--- config.mk ---
export PLATFORM = sky130hd
export DESIGN_NAME = cpu_bus_arbiter
export DESIGN_NICKNAME = d
export VERILOG_FILES = /design/src/rtl/cpu_bus_arbiter.sv
export SDC_FILE = /design/constraint.sdc
export NUM_CORES = 1
export LEC_CHECK = 0
export BUFFER_PORTS_ARGS = -buffer_cell sky130_fd_sc_hd__buf_2
export CORE_AREA = 2 2 197 151
export DETAILED_ROUTE_END_ITERATION = 7
export DIE_AREA = 0 0 199 153
export SYNTH_ARGS = -nofsm -noshare
export SYNTH_HDL_FRONTEND = slang
export SYNTH_SLANG_ARGS = --single-unit
export TNS_END_PERCENT = 20
--- constraint.sdc ---
create_clock -name clock -period 2.55 [get_ports clock]
set_clock_uncertainty 0.15 [all_clocks]
set_input_delay 0.3825 -clock clock [delete_from_list [all_inputs] [get_ports clock]]
set_output_delay 0.3825 -clock clock [all_outputs]
set_load 0.01 [all_outputs]
--- src/rtl/cpu_bus_arbiter.sv ---
// Shares one single-ported memory between the CPU instruction and data buses.
// Captures request pulses, arbitrates round-robin, routes responses back and aborts hung transactions.
module cpu_bus_arbiter #(
  parameter int unsigned TIMEOUT_CYCLES = 1023,
  parameter logic [31:0] ERROR_DATA     = 32'hDEADBEEF
) (
  input  logic        clock,
  input  logic        reset,
  input  logic        cpui_request,
  input  logic [31:0] cpui_addr,
  output logic [31:0] cpui_rdata,
  output logic        cpui_ack,
  input  logic        cpud_request,
  input  logic [31:0] cpud_addr,
  input  logic        cpud_write,
  input  logic [3:0]  cpud_byte_enable,
  input  logic [31:0] cpud_wdata,
  output logic [31:0] cpud_rdata,
  output logic        cpud_ack,
  output logic        mem_request,
  output logic [31:0] mem_addr,
  output logic        mem_write,
  output logic [3:0]  mem_byte_enable,
  output logic [31:0] mem_wdata,
  input  logic [31:0] mem_rdata,
  input  logic        mem_ack,
  output logic        bus_error,
  output logic        protocol_error,
  output logic [1:0]  debug_state
);
  typedef enum logic [1:0] {IDLE = 2'd0, BUSY_I = 2'd1, BUSY_D = 2'd2} state_e;

  localparam bit          WD_EN   = (TIMEOUT_CYCLES != 0);
  localparam logic [31:0] WD_LAST = 32'(TIMEOUT_CYCLES - 1);

  state_e      state_q, state_d;
  logic        prefer_d_q, prefer_d_d;
  logic        i_pend_q, i_pend_d;
  logic [31:0] i_addr_q, i_addr_d;
  logic        d_pend_q, d_pend_d;
  logic [31:0] d_addr_q, d_addr_d;
  logic        d_write_q, d_write_d;
  logic [3:0]  d_be_q, d_be_d;
  logic [31:0] d_wdata_q, d_wdata_d;
  logic [31:0] wd_cnt_q, wd_cnt_d;
  logic        mem_request_q, mem_request_d;
  logic [31:0] mem_addr_q, mem_addr_d;
  logic        mem_write_q, mem_write_d;
  logic [3:0]  mem_be_q, mem_be_d;
  logic [31:0] mem_wdata_q, mem_wdata_d;
  logic        cpui_ack_q, cpui_ack_d;
  logic [31:0] cpui_rdata_q, cpui_rdata_d;
  logic        cpud_ack_q, cpud_ack_d;
  logic [31:0] cpud_rdata_q, cpud_rdata_d;
  logic        bus_error_q, bus_error_d;
  logic        protocol_error_q, protocol_error_d;

  // Handshake: every request/ack is a one-cycle pulse with no backpressure. A request
  // is consumed on the edge where it is 1; the arbiter never stalls a requester, it drops
  // a request whose bus already owns a pending or in-flight transaction and flags it.
  logic        busy, wd_expire, done, can_issue, grant_d;
  logic        drop_i, drop_d, take_i, take_d, pend_i, pend_d;
  logic [31:0] i_addr_eff, d_addr_eff, d_wdata_eff;
  logic        d_write_eff;
  logic [3:0]  d_be_eff;

  assign busy        = (state_q != IDLE);
  assign wd_expire   = WD_EN && busy && !mem_ack && (wd_cnt_q == WD_LAST);
  assign done        = busy && (mem_ack || wd_expire);
  assign can_issue   = !busy || done;
  assign drop_i      = cpui_request && (i_pend_q || state_q == BUSY_I);
  assign drop_d      = cpud_request && (d_pend_q || state_q == BUSY_D);
  assign take_i      = cpui_request && !drop_i;
  assign take_d      = cpud_request && !drop_d;
  // A request taken this edge can issue on the same edge, giving one-cycle issue latency.
  assign pend_i      = i_pend_q || take_i;
  assign pend_d      = d_pend_q || take_d;
  assign grant_d     = pend_d && (!pend_i || prefer_d_q);
  assign i_addr_eff  = take_i ? cpui_addr : i_addr_q;
  assign d_addr_eff  = take_d ? cpud_addr : d_addr_q;
  assign d_write_eff = take_d ? cpud_write : d_write_q;
  assign d_be_eff    = take_d ? cpud_byte_enable : d_be_q;
  assign d_wdata_eff = take_d ? cpud_wdata : d_wdata_q;

  always_comb begin
    state_d          = state_q;
    prefer_d_d       = prefer_d_q;
    i_pend_d         = i_pend_q;
    i_addr_d         = i_addr_q;
    d_pend_d         = d_pend_q;
    d_addr_d         = d_addr_q;
    d_write_d        = d_write_q;
    d_be_d           = d_be_q;
    d_wdata_d        = d_wdata_q;
    wd_cnt_d         = busy ? wd_cnt_q + 32'd1 : wd_cnt_q;
    mem_request_d    = 1'b0;
    mem_addr_d       = mem_addr_q;
    mem_write_d      = mem_write_q;
    mem_be_d         = mem_be_q;
    mem_wdata_d      = mem_wdata_q;
    cpui_ack_d       = 1'b0;
    cpui_rdata_d     = cpui_rdata_q;
    cpud_ack_d       = 1'b0;
    cpud_rdata_d     = cpud_rdata_q;
    bus_error_d      = 1'b0;
    protocol_error_d = drop_i || drop_d;

    if (take_i) begin
      i_pend_d = 1'b1;
      i_addr_d = cpui_addr;
    end
    if (take_d) begin
      d_pend_d  = 1'b1;
      d_addr_d  = cpud_addr;
      d_write_d = cpud_write;
      d_be_d    = cpud_byte_enable;
      d_wdata_d = cpud_wdata;
    end

    if (done) begin
      state_d     = IDLE;
      bus_error_d = !mem_ack;
      if (state_q == BUSY_I) begin
        cpui_ack_d   = 1'b1;
        cpui_rdata_d = mem_ack ? mem_rdata : ERROR_DATA;
      end else begin
        cpud_ack_d   = 1'b1;
        cpud_rdata_d = mem_ack ? mem_rdata : ERROR_DATA;
      end
    end

    if (can_issue && (pend_i || pend_d)) begin
      mem_request_d = 1'b1;
      wd_cnt_d      = 32'd0;
      if (grant_d) begin
        state_d     = BUSY_D;
        d_pend_d    = 1'b0;
        prefer_d_d  = 1'b0;
        mem_addr_d  = d_addr_eff;
        mem_write_d = d_write_eff;
        mem_be_d    = d_be_eff;
        mem_wdata_d = d_wdata_eff;
      end else begin
        state_d     = BUSY_I;
        i_pend_d    = 1'b0;
        prefer_d_d  = 1'b1;
        mem_addr_d  = i_addr_eff;
        mem_write_d = 1'b0;
        mem_be_d    = 4'hF;
        mem_wdata_d = 32'd0;
      end
    end
  end

  always_ff @(posedge clock or negedge reset) begin
    if (!reset) begin
      state_q          <= IDLE;
      prefer_d_q       <= 1'b1;
      i_pend_q         <= 1'b0;
      i_addr_q         <= 32'd0;
      d_pend_q         <= 1'b0;
      d_addr_q         <= 32'd0;
      d_write_q        <= 1'b0;
      d_be_q           <= 4'd0;
      d_wdata_q        <= 32'd0;
      wd_cnt_q         <= 32'd0;
      mem_request_q    <= 1'b0;
      mem_addr_q       <= 32'd0;
      mem_write_q      <= 1'b0;
      mem_be_q         <= 4'd0;
      mem_wdata_q      <= 32'd0;
      cpui_ack_q       <= 1'b0;
      cpui_rdata_q     <= 32'd0;
      cpud_ack_q       <= 1'b0;
      cpud_rdata_q     <= 32'd0;
      bus_error_q      <= 1'b0;
      protocol_error_q <= 1'b0;
    end else begin
      state_q          <= state_d;
      prefer_d_q       <= prefer_d_d;
      i_pend_q         <= i_pend_d;
      i_addr_q         <= i_addr_d;
      d_pend_q         <= d_pend_d;
      d_addr_q         <= d_addr_d;
      d_write_q        <= d_write_d;
      d_be_q           <= d_be_d;
      d_wdata_q        <= d_wdata_d;
      wd_cnt_q         <= wd_cnt_d;
      mem_request_q    <= mem_request_d;
      mem_addr_q       <= mem_addr_d;
      mem_write_q      <= mem_write_d;
      mem_be_q         <= mem_be_d;
      mem_wdata_q      <= mem_wdata_d;
      cpui_ack_q       <= cpui_ack_d;
      cpui_rdata_q     <= cpui_rdata_d;
      cpud_ack_q       <= cpud_ack_d;
      cpud_rdata_q     <= cpud_rdata_d;
      bus_error_q      <= bus_error_d;
      protocol_error_q <= protocol_error_d;
    end
  end

  assign cpui_rdata      = cpui_rdata_q;
  assign cpui_ack        = cpui_ack_q;
  assign cpud_rdata      = cpud_rdata_q;
  assign cpud_ack        = cpud_ack_q;
  assign mem_request     = mem_request_q;
  assign mem_addr        = mem_addr_q;
  assign mem_write       = mem_write_q;
  assign mem_byte_enable = mem_be_q;
  assign mem_wdata       = mem_wdata_q;
  assign bus_error       = bus_error_q;
  assign protocol_error  = protocol_error_q;
  assign debug_state     = state_q;
endmodule

# Word-level counts from Yosys, hierarchy flattened
# Cells that the tools add are included.
dict set report classes {
  muxes 28
  order_cmp 0
  addsub 1
  bitwise 1
  n_mul 0
  eq_ne 3
  div 0
  n_reduce_logical 28
  shift 0
}
# operator count
set ops {}
lappend ops {{32-bit 2-to-1 mux} 8}
lappend ops {{32-bit by 1-bit adder with 32-bit output (second input constant)} 1}
lappend ops {{32-bit by 10-bit == test with 1-bit output (second input constant)} 1}
lappend ops {{1-bit 2-to-1 mux} 15}
lappend ops {{1-bit logical AND} 9}
lappend ops {{1-bit logical OR} 9}
lappend ops {{4-bit 2-to-1 mux} 2}
lappend ops {{2-bit 2-to-1 mux} 3}
lappend ops {{2-bit nonzero test} 3}
lappend ops {{1-bit logical NOT} 5}
lappend ops {{2-bit AND reduction} 2}
lappend ops {{2-bit by 1-bit == test with 1-bit output (second input constant)} 1}
lappend ops {{2-bit == test (second input constant)} 1}
lappend ops {{1-bit NOT} 1}
dict set report totals {
  latchBits 0
  reg_bits 276
  inputBits 138
  mem_count 0
  mem_bits_rw 0
  romBits 0
  output_inout_bits 140
  word_cells 82
}

# Logic depth before layout (Yosys ltp)
dict set report logic_depth {
  depth_word 11
  depth_mapped 10
}

# Worst setup path after synthesis
# OpenSTA, ideal clock, no wires.
dict set report synth_timing {
  path_kind {reg2reg}
  startpoint {register wd_cnt_q[0]}
  endpoint {register prefer_d_q}
  path_stages_with_launch 10
  slack_ns 0.210
  n_path_buf 2
  required_ns 2.315
  synth_period_minus_slack_ns 2.340
  setup_ns 0.085
  arrival_time_ns 2.106
  cell_sequence {dfrtp_1 > inv_1 > ha_1 > nor4b_2 > nand4_1 > or3_1 > a22oi_2 > buf_6 > buf_12 > mux2_1}
}
dict set report synth_between {
  elab_chain_len 6
}
# element line
set synth_lines {}
lappend synth_lines {{start, declared} 45} ;# logic [31:0] wd_cnt_q, wd_cnt_d;
lappend synth_lines {{start signal, assigned} 188} ;# wd_cnt_q <= wd_cnt_d;
lappend synth_lines {{32-bit by 10-bit == test with 1-bit output} 68} ;# assign wd_expire = WD_EN && busy && !mem_ack && (wd_cnt_q == WD_LAST);
lappend synth_lines {{1-bit logical AND} 68}
lappend synth_lines {{1-bit logical OR} 69} ;# assign done = busy && (mem_ack || wd_expire);
lappend synth_lines {{1-bit logical AND} 69}
lappend synth_lines {{1-bit logical OR} 70} ;# assign can_issue = !busy || done;
lappend synth_lines {{1-bit logical AND} 132} ;# if (can_issue && (pend_i || pend_d)) begin
lappend synth_lines {{end signal, assigned} 180} ;# prefer_d_q <= prefer_d_d;
lappend synth_lines {{end, declared} 37} ;# logic prefer_d_q, prefer_d_d;
# Every way passes these cells.
# A chain may end at the register's enable or synchronous reset.

# Final worst setup path
dict set report layout_timing {
  startpoint {register wd_cnt_q[13]}
  endpoint {register mem_wdata_q[18] (netlist: mem_wdata[18])}
}
dict set report layout_between {
  elab_chain_len 6
}
# element line
set layout_lines {}
lappend layout_lines {{32-bit by 10-bit == test with 1-bit output} 68}
lappend layout_lines {{1-bit logical AND} 68}
lappend layout_lines {{1-bit logical OR} 69}
lappend layout_lines {{1-bit logical AND} 69}
lappend layout_lines {{1-bit logical OR} 70}
lappend layout_lines {{1-bit logical AND} 132}
lappend layout_lines {{end signal, assigned} 193} ;# mem_wdata_q <= mem_wdata_d;
lappend layout_lines {{end, declared} 50} ;# logic [31:0] mem_wdata_q, mem_wdata_d;
# Every way passes these cells.

==> run metrics <==
status complete, but fails checks; violated checks hold timing; vias 8356; routed vias/inst 4.77; number of I/O pins 278; setup ws final 0.105 ns; Initial Util 0.403; CP max-delay cell dfrtp_1; wire length per cell 17.0 um; max-cap violations 0; hold slack -0.00223 ns; CP endpoint mem_wdata[18]$_DFFE_PN0P_; Crit. path cell count 7; total routed wirelength 29700 um; CP max FO 10; Crit Path Category flip-flop to flip-flop; NetSw about 6400 uW; period utilization 0.959; die height 153 um; Slew Viols, Final 0; worst hold-check path type input pin to flip-flop; Clock Path Buffers 3; DRC 0; DRT iter0 DRCs 369; worst slew pin tran around 0.92 ns; crit-path cells nor4_2 -> nand4_1 -> or3_4 -> a22oi_2 -> buf_6 -> buf_12 -> mux2i_1; power share of the combinational group 0.403; Yosys cell types slightly below 50; crit path from wd_cnt_q[13]$_DFFE_PN0P_; CP startpoint kind flip-flop; Num CTS Buffers 28; switching share of total power 0.329; sequential fraction of the synthesis area 0.600; fmax around 400 MHz; crit path buf inv count 2; Site Rows 54; syn nets 1034; synthesized area approximately 12000 um2; Power Internal about 13000 uW; CTS tree yes; 1st-pass router iterations 4; power per cell area 1210 nW/um2; Crit. End Element flip-flop; family with the most delay on the worst path simple AND/OR/NAND/NOR gates; initial antenna violation count 2; Syn Area/Cell 12.9 um2; post-place setup slack approximately 0.054 ns; H-Tree Depth 1; layout cells sized above 1 0.367; Clock Pin Slew Worst Setup and Hold Paths around 0.060 ns; TritonCTS Sinks about 280; Final Util 0.568; Tot GR Track Use 0.197; slowest cell delay on critical path approximately 0.42 ns; Tmin final between 2 and 2.5 ns; reg2reg start wd_cnt_q[13]$_DFFE_PN0P_; Slew HR 0.387; Skew-Pair Late Insertion Delay 0.54 ns; CP arrival 2.75 ns; worst reg2reg endpoint mem_wdata[18]$_DFFE_PN0P_; post-route ant nets 0; nets 1476; Clk pwr share 0.237; asr flop ratio synth 1.00; Hold Fails Final Rpt 1; first-pass GRT wire length ~48000 um; Register-to-Register Path Depth 7; die area 30400 um2; grt total ovfl 0; largest net degree at the start of global routing 67; setup violators final 0; r2r setup slk between 0.1 and 0.15 ns; input/output buffers 277; EDFF count, synth 0; Yosys Warn Count 0; synthesized flop and latch total 276; Final GP Congestion 0.769; leakage power 0.00778 uW; CTS root buffer clkbuf_16; Die W approximately 200 um; required time of the critical path about 2.9 ns; ys flop type dfrtp_1; Seq pwr share 0.360; Max VDD drop between 600 and 700 uV; Cells after Synth 894; Layout area overhead 41.1%; Core Area 28600 um2; number of global-route vias before repair between 8000 and 9000; Final HPWL DP between 15000 and 20000 um
## cells in the mapped netlist (3+ instances only)
cell type | n | area, um2
dfrtp_1 | 275 | 6880
mux2i_1 | 104 | 1040
mux2_2 | 100 | 1130
inv_1 | 75 | 282
nor2_1 | 65 | 244
a2bb2oi_1 | 48 | 420
nand2_1 | 44 | 165
clkbuf_1 | 21 | 78.8
xnor2_1 | 20 | 175
a32o_1 | 16 | 160
nor4_1 | 15 | 93.8
buf_6 | 12 | 135
nand3_1 | 11 | 55.1
nor3_1 | 11 | 55.1
buf_2 | 10 | 50.1
a21oi_1 | 6 | 30.0
and3_1 | 6 | 37.5
buf_4 | 6 | 45.0
xor2_1 | 6 | 52.6
nand4_1 | 4 | 25.0
and4_1 | 3 | 26.3
## power groups by stage
| stage | Combinational (uW) | Clock, uW | Sequential, uW |
|---|---|---|---|
| finish | 7910 | 4640 | 7050 |
| global route | 8620 | 4960 | 7270 |
| CTS | 7780 | 4760 | 7050 |
| detailed placement | 7610 | 0 | 7080 |
| global placement | 7470 | 0 | 7060 |
| floorplan | 4470 | 0 | 7430 |
## registers in the layout, summed over array words and instances (netlist names)
| register | cells |
|---|---|
| cpud_rdata | 32 |
| d_be_q | 4 |
| mem_addr | 32 |
| mem_wdata | 32 |
| debug_state | 2 |
| cpud_ack | 1 |
| wd_cnt_q | 32 |
| cpui_rdata | 32 |
| mem_write | 1 |
| d_addr_q | 32 |
| d_pend_q | 1 |
| i_pend_q | 1 |
| i_addr_q | 32 |
| mem_request | 1 |
| protocol_error | 1 |
| cpui_ack | 1 |
| prefer_d_q | 1 |
| bus_error | 1 |
| mem_byte_enable | 4 |
| d_wdata_q | 32 |
| d_write_q | 1 |
## layout make-up
type / count / area, um2
clock inverters: 11 / 210
clock buffers: 40 / 847
well taps: 392 / 490
flip-flops and latches: 276 / 6910
repair buffers: 462 / 3430
diodes: 2 / 5.00
inverters: 78 / 295
multi-input cells: 490 / 4060
fillers: 2361 / 12300
## placed cells by master (no fill, tap or decap), types with 8 or more instances in the layout
| cell | n |
|---|---|
| a2bb2oi_1 | 46 |
| a32o_1 | 16 |
| buf_12 | 20 |
| buf_2 | 276 |
| buf_4 | 27 |
| clkbuf_16 | 32 |
| clkbuf_8 | 8 |
| dfrtp_1 | 275 |
| dlygate4sd3_1 | 134 |
| inv_1 | 74 |
| mux2_2 | 100 |
| mux2i_1 | 104 |
| nand2_1 | 44 |
| nand3_1 | 11 |
| nor2_1 | 65 |
| nor3_1 | 11 |
| nor4_1 | 12 |
| xnor2_1 | 20 |
## worst min path at each step
stage / slack [ns] / endpoint / depth (start not counted) / startpoint
2_1_floorplan: -0.06 / bus_error$_DFF_PN0_ / 0 / reset
3_3_place_gp: 0.23 / d_wdata_q[3]$_DFF_PN0_ / 1 / reset
3_5_place_dp: 0.23 / d_wdata_q[9]$_DFF_PN0_ / 1 / reset
4_1_cts: 0.005 / cpud_rdata[28]$_DFFE_PN0P_ / 3 / mem_rdata[28]
5_1_grt: 0.001 / cpud_rdata[28]$_DFFE_PN0P_ / 3 / mem_rdata[28]
6_report: -0.002 / cpud_rdata[28]$_DFFE_PN0P_ / 3 / mem_rdata[28]
## layer usage
| metal | part of all wire | wire length [um] | GRT usage | vias to the layer above |
|---|---|---|---|---|
| met5 | 0 | 0 | 0 | - |
| met4 | 0.019 | 562 | 0.0412 | 0 |
| met3 | 0.055 | 1630 | 0.0455 | 41 |
| met2 | 0.46 | 13600 | 0.316 | 192 |
| met1 | 0.47 | 13900 | 0.274 | 4152 |
| li1 | - | - | - | 3971 |
## worst register-to-register path: cells and delay by family, from the launching register on
family,cells,cell delay (ns)
AO/OA/AOI/OAI,1,0.22
multiplexers,1,0.21
flip-flops,1,0.42
AND/OR/NAND/NOR,3,0.95
buffers and inverters,2,0.40
## cell families (layout without fill, tap and decap cells)
logic type               count (synthesis)  after routing  share of synthesized area
adder cells (fa/ha/maj)                  2              2                    0.00217
flip-flops                             276            276                      0.600
XOR/XNOR                                26             26                     0.0198
AND/OR/NAND/NOR                        175            175                     0.0722
AO/OA/AOI/OAI                           81             81                     0.0615
multiplexers                           206            206                      0.190
buffers and inverters                  128            591                     0.0540
other                                    0              2                          0
## per-stage QoR
step	total power (uW)	instances	cell area, um2	hold slack (ns)	setup TNS, ns
6_report	19600	1751	16200	-0.00223	0
5_1_grt	20800	1751	16200	0.00150	-0.274
4_1_cts	19600	1745	16100	0.00481	0
3_5_place_dp	14700	1560	13700	0.230	0
3_3_place_gp	14500	1560	13700	0.228	0
2_1_floorplan	11900	894	11500	-0.0631	0
## what timing repair did
action / CTS / global route
setup endpoints to repair: 0 / 165
endpoints found under the hold margin: 218 / 0
resized for setup: 0 / 11
buffers inserted: 0 / 1
hold buffers: 134 / 0
Power figures use the tool's default switching activity.
